**src/rtl/dec_bin_acc.sv**
```systemverilog
// Serial BCD-to-binary accumulator: digits arrive MSD-first, acc = acc*10 + digit.
// Optional saturating overflow behaviour when DEC_BIN_SAT_EN is defined (default: wrap).
module dec_bin_acc #(
    parameter int WIDTH      = 7,
    parameter int MAX_DIGITS = 3
) (
    input  logic             CLK,
    input  logic             RESET_N,
    input  logic [3:0]       DIG_IN,
    input  logic             DIG_VALID,
    input  logic             DIG_LAST,
    output logic             DIG_READY,
    output logic [WIDTH-1:0] BIN_OUT,
    output logic             BIN_VALID,
    input  logic             BIN_READY,
    output logic             ERR,
    output logic             OVF
);

    localparam int CW = $clog2(MAX_DIGITS + 1);
    localparam int EW = WIDTH + 4;

    typedef enum logic [1:0] {
        S_IDLE,
        S_ACC,
        S_OUT
    } state_t;

    state_t           r_state;
    logic [WIDTH-1:0] r_acc;
    logic [CW-1:0]    r_cnt;
    logic [WIDTH-1:0] r_bin_out;
    logic             r_bin_valid;
    logic             r_err;
    logic             r_ovf;

    logic             w_dig_hs;
    logic             w_first;
    logic             w_dig_bad;
    logic [3:0]       w_digit;
    logic [EW-1:0]    w_acc_ext;
    logic [EW-1:0]    w_sum;
    logic             w_step_ovf;
    logic             w_ovf_next;
    logic             w_err_next;
    logic [CW-1:0]    w_cnt_next;
    logic             w_cnt_full;
    logic             w_close;
    logic [WIDTH-1:0] w_acc_next;

    assign DIG_READY = (r_state != S_OUT);
    assign w_dig_hs  = DIG_VALID & DIG_READY;
    assign w_first   = (r_state == S_IDLE);

    // A non-BCD digit contributes zero but poisons the number through ERR.
    assign w_dig_bad = (DIG_IN > 4'd9);
    assign w_digit   = w_dig_bad ? 4'd0 : DIG_IN;

    // The first digit starts from an implicit zero, so stale acc never leaks in.
    assign w_acc_ext  = w_first ? '0 : {4'b0000, r_acc};
    assign w_sum      = (w_acc_ext << 3) + (w_acc_ext << 1) + {{(EW-4){1'b0}}, w_digit};
    assign w_step_ovf = |w_sum[EW-1:WIDTH];
    assign w_ovf_next = w_step_ovf | (~w_first & r_ovf);

    assign w_cnt_next = w_first ? CW'(1) : r_cnt + CW'(1);
    assign w_cnt_full = (w_cnt_next == CW'(MAX_DIGITS));
    assign w_close    = DIG_LAST | w_cnt_full;
    assign w_err_next = w_dig_bad | (w_cnt_full & ~DIG_LAST) | (~w_first & r_err);

`ifdef DEC_BIN_SAT_EN
    assign w_acc_next = w_ovf_next ? {WIDTH{1'b1}} : w_sum[WIDTH-1:0];
`else
    assign w_acc_next = w_sum[WIDTH-1:0];
`endif

    assign BIN_OUT   = r_bin_out;
    assign BIN_VALID = r_bin_valid;
    assign ERR       = r_err;
    assign OVF       = r_ovf;

    // NOTE: state registers use non-blocking assignments so every register sees
    // pre-edge values regardless of statement order.
    always_ff @(posedge CLK or negedge RESET_N) begin
        if (!RESET_N) begin
            r_state     <= S_IDLE;
            r_acc       <= '0;
            r_cnt       <= '0;
            r_bin_out   <= '0;
            r_bin_valid <= 1'b0;
            r_err       <= 1'b0;
            r_ovf       <= 1'b0;
        end else begin
            case (r_state)
                S_IDLE, S_ACC: begin
                    if (w_dig_hs) begin
                        r_acc <= w_acc_next;
                        r_cnt <= w_cnt_next;
                        r_err <= w_err_next;
                        r_ovf <= w_ovf_next;
                        if (w_close) begin
                            r_state     <= S_OUT;
                            r_bin_out   <= w_acc_next;
                            r_bin_valid <= 1'b1;
                        end else begin
                            r_state <= S_ACC;
                        end
                    end
                end
                S_OUT: begin
                    if (BIN_READY) begin
                        r_state     <= S_IDLE;
                        r_bin_valid <= 1'b0;
                    end
                end
                default: r_state <= S_IDLE;
            endcase
        end
    end

endmodule

```
**config.mk**
```make
export PLATFORM = sky130hd
export DESIGN_NAME = dec_bin_acc
export DESIGN_NICKNAME = d
export VERILOG_FILES = /design/src/rtl/dec_bin_acc.sv
export SDC_FILE = /design/constraint.sdc
export NUM_CORES = 1
export LEC_CHECK = 0
export BUFFER_PORTS_ARGS = -buffer_cell sky130_fd_sc_hd__buf_2
export CORE_ASPECT_RATIO = 1.2
export CORE_MARGIN = 1
export CORE_UTILIZATION = 40
export CTS_CLUSTER_DIAMETER = 30
export DETAILED_ROUTE_END_ITERATION = 16
export GPL_ROUTABILITY_DRIVEN = 1
export SYNTH_ARGS = -nofsm -noshare
export SYNTH_HDL_FRONTEND = slang
export SYNTH_SLANG_ARGS = --single-unit
```
**constraint.sdc**
```tcl
create_clock -name CLK -period 5.4 [get_ports CLK]
set_clock_uncertainty 0.1 [all_clocks]
set_input_delay 1.08 -clock CLK [delete_from_list [all_inputs] [get_ports CLK]]
set_output_delay 1.08 -clock CLK [all_outputs]
set_load 0.02 [all_outputs]
```
-- After elaboration in Yosys (flattened, before gate mapping)
Index checks and enable logic that the tools add are counted.
- register bits: 21
- word-level logic and storage cells: 47
- input bits: 9
- bitwise gates (word level): 10
- reduce and logical (&&, ||, !) cells: 8
- magnitude comparators: 1
- equal/unequal tests: 7
- mux-type cells: 11
- $add $sub $neg: 3
- operators by type and width (kind ; number):
    10-bit by 8-bit adder with 11-bit output ; 1
    11-bit by 4-bit adder with 11-bit output ; 1
    2-bit two-way mux ; 4
    2-bit != test (second input constant) ; 4
    7-bit two-way mux ; 1
    1-bit bitwise AND ; 4
    2-bit equality test (second input constant) ; 2
    4-bit greater-than comparator (second input constant) ; 1
    4-bit two-way mux ; 1
    1-bit OR ; 4
    2-bit one-hot mux with 2 select lines ; 1
    2-bit AND reduction ; 2
    4-bit AND reduction ; 1
    4-bit OR reduction ; 1
    1-bit two-way mux ; 3
    3-bit AND reduction ; 1
    2-bit by 1-bit adder with 2-bit output (second input constant) ; 1
    2-bit by 1-bit equality test with 1-bit output (second input constant) ; 1
    2-bit logical NOT ; 1
    1-bit NOT ; 2
    1-bit one-hot mux with 2 select lines ; 1
    2-bit nonzero test ; 1
    2-bit OR reduction ; 1

-- Longest topological paths before layout
- word-level depth: 7
- depth in mapped cells: 9

-- Least setup slack after synthesis
Ideal clock, no wire load.
- path type: input-to-reg
- from: in DIG_IN[1]
- to: reg r_ovf (netlist: OVF)
- stages: 7
- path buffers: 0
- data required time: 5.173 ns
- arrival time: 2.741 ns
- slack: 2.433 ns
- setup time: 0.127 ns
- cell sequence: nor3b_1 -> fa_1 -> fa_1 -> a211oi_1 -> nand2_1 -> mux2i_1 -> o21ai_1
- longest elaborated chain between the ends: 5
- RTL lines (item ; RTL line ; source):
    start, declared ; 9 ; input logic [3:0] DIG_IN,
    4-bit greater-than comparator ; 56 ; assign w_dig_bad = (DIG_IN > 4'd9);
    4-bit two-way mux (*) ; 57 ; assign w_digit = w_dig_bad ? 4'd0 : DIG_IN;
    11-bit by 4-bit adder with 11-bit output (*) ; 61 ; assign w_sum = (w_acc_ext << 3) + (w_acc_ext << 1) + {{(EW-4){1'b0}}, w_digit};
    4-bit OR reduction (*) ; 62 ; assign w_step_ovf = |w_sum[EW-1:WIDTH];
    1-bit OR (*) ; 63 ; assign w_ovf_next = w_step_ovf | (~w_first & r_ovf);
    end signal, assigned ; 99 ; r_ovf <= w_ovf_next;
    end, declared ; 35 ; logic r_ovf;
Mark *: on every way between the ends. The rest lies on a longest branch, timed or not.
A chain may end at the register's enable or synchronous reset.

-- Worst setup path in the final report
Same ends and word-level chain as after synthesis.

==> flow_summary.json <==
{
  "status": "finished clean",
  "place_inst": 171,
  "vias_per_cell": 5.25,
  "drt_iter0_markers": 11,
  "hp-class": "reg -> reg",
  "fmax_mhz": 340,
  "drv_cap": 0,
  "finalSetupTns_ps": 0,
  "wl_mm": 2.38,
  "whs_ps": 379,
  "rsz0062_at_grt": "no",
  "first_pass_iters": 4,
  "numPortBuffers": 19,
  "worstSetupPathType": "in -> reg",
  "vias": 919,
  "grt_use_total_pct": 16.6,
  "crit_arrival_ps": 3010,
  "yosys_warnings": 0,
  "setup_viol": 0,
  "numCtsBuffers": 3,
  "antenna_found_initial": 0,
  "final_cell_mix": "dfrtp_1, buf_2, nand2_1",
  "relSlewSlack_pct": 61.5,
  "crit_path_start_kind": "input port",
  "grt_first_pass_wirelength_mm": 4.06,
  "die_height_um": 63.9,
  "cts_tree": "done",
  "h-tree-depth": 1,
  "seq_area_frac_synth_pct": 41.1,
  "synthesis.area_um2": 1280,
  "clk_latency_ps": 290,
  "dp.final_hpwl_mm": 1.88,
  "diodes": 0,
  "crit_path_end_kind": "flip-flop",
  "finalCriticalPeriod_ps": 2940,
  "wl_per_cell_um": 13.6,
  "synth-seq-cells": 21,
  "grt_pass1_vias": 904,
  "postCtsSetupRepairBufs": 0,
  "num_rows": 22,
  "area_delta_synth_final_pct": 10.9,
  "cts_max_path_buffers": 2,
  "drv_slew": 0,
  "syn-num-nets": 143,
  "nNetsFinal": 164,
  "required_ps": 5470,
  "postSynthCellCount": 119,
  "peakVddDrop_v": 0.000168,
  "drc_errors": 0,
  "place.gp.congestion": 0.780,
  "totalPowerFinal_uw": 569,
  "post_cts_resized": 0,
  "core_area_um2": 3060,
  "min_period_over_period_pct": 54.4,
  "p_leak_uw": 0.000762,
  "cts.sinks": 21,
  "pin_count": 20,
  "finish.utilization_pct": 46.4,
  "grt_overflow": 0,
  "grt_start_max_net_pins": 22,
  "root_buffer": "clkbuf_4",
  "synth_cell_types": 38,
  "final_hold_viol_count": 0,
  "nFillCells": 297,
  "avgSynthCellArea_um2": 10.7,
  "power_density_nw_per_um2": 401,
  "die-area_um2": 3420,
  "hold_buffers": 0,
  "die_w_um": 53.6,
  "drt.antenna.violating_nets": 0,
  "fin_cells": 175,
  "start_util_pct": 41.8,
  "final_common_cell": "dfrtp_1",
  "drive_above_1_share_pct": 26.6,
  "worst_pin_slew_ps": 576,
  "crit_path_max_fanout": 3,
  "clk_pin_slew_ps": 100
}
[path summary, 6_finish.rpt]
| kind | startpoint | end | slack [ps] | cells after the start |
|---|---|---|---|---|
| min | r_acc[3] | r_acc[3] | 380 | 2 |
| max in group asynchronous | RESET_N | BIN_OUT[1] | 4270 | 1 |
| max | DIG_IN[1] | OVF | 2460 | 8 |
| max reg2reg | r_state[0] | OVF | 2540 | 8 |
| min in group asynchronous | RESET_N | BIN_OUT[2] | 620 | 1 |
| min reg2reg | r_acc[3] | r_acc[3] | 380 | 2 |
[layer usage]
layer	global-route usage [%]	routed length, µm
met5	0	0
met1	21.9	1080
met2	26.3	1230
met3	2.86	41
met4	6.91	38
[worst max-delay path, cell delays in order]
cell and delay [ps]:
buf_2 110, nor3b_1 240, fa_1 510, fa_1 500, a211oi_1 290, nand2_1 80
mux2i_1 130, o21ai_1 70
[where the power goes]
| group | leakage (µW) | switching (µW) | internal [µW] | total (µW) |
|---|---|---|---|---|
| Combinational | 0.000483 | 147 | 109 | 256 |
| Sequential | 0.000264 | 30.7 | 210 | 241 |
| Clock | 0.0000150 | 43.3 | 28.7 | 72.0 |
| Total | 0.000762 | 221 | 348 | 569 |
[logic make-up after synthesis]
kind of cell | count (synthesis) | share of synthesized area, %
simple gates | 39 | 17.3
compound gates | 22 | 11.2
flops | 21 | 41.1
fa+ha+maj | 15 | 15.9
buf+inv | 10 | 4.21
mux | 9 | 8.23
xor+xnor | 3 | 2.06
[layout make-up]
type | count | area, µm² | share of cell area (%)
multi-input cells | 88 | 698 | 49.3
repair buffers | 19 | 95.1 | 6.71
inverters | 7 | 26.3 | 1.86
well taps | 36 | 45.0 | 3.18
clock buffers | 4 | 26.3 | 1.86
flip-flops and latches | 21 | 526 | 37.1
[sequential cells by signal, summed over array words and instances (netlist names)]
name       count
r_acc          7
r_state        2
ERR            1
BIN_OUT        7
BIN_VALID      1
r_cnt          2
OVF            1
[Yosys cell counts (all sizes together)]
cell	number	area, µm²
inv	7	26.3
nand2b	2	12.5
mux2	3	45.0
o21a	1	7.51
mux2i	6	60.1
a211oi	1	7.51
a22oi	1	7.51
nand3b	1	7.51
and3	1	7.51
fa	2	40.0
a31oi	1	6.26
a21o	2	16.3
o311ai	1	8.76
o21ai	8	40.0
nor3b	1	7.51
nor4	1	6.26
o21bai	1	7.51
and2b	6	52.6
nor2	3	21.3
nor2b	3	18.8
o31ai	1	7.51
a22o	2	18.8
a21oi	3	15.0
nand2	18	67.6
dfrtp	21	526
buf	3	27.5
or2b	1	8.76
nand3	1	5.00
ha	13	163
xnor2	2	17.5
nand4	1	6.26
xor2	1	8.76
[per-stage QoR]
| step | cell area [µm²] | worst slack, ps |
|---|---|---|
| 2_1_floorplan | 1280 | 2430 |
| 3_3_place_gp | 1390 | 2230 |
| 4_1_cts | 1420 | 2480 |
| 3_5_place_dp | 1390 | 2160 |
| 5_1_grt | 1420 | 2350 |
| 6_report | 1420 | 2460 |
Note: power is estimated with default switching activity, not from simulation.
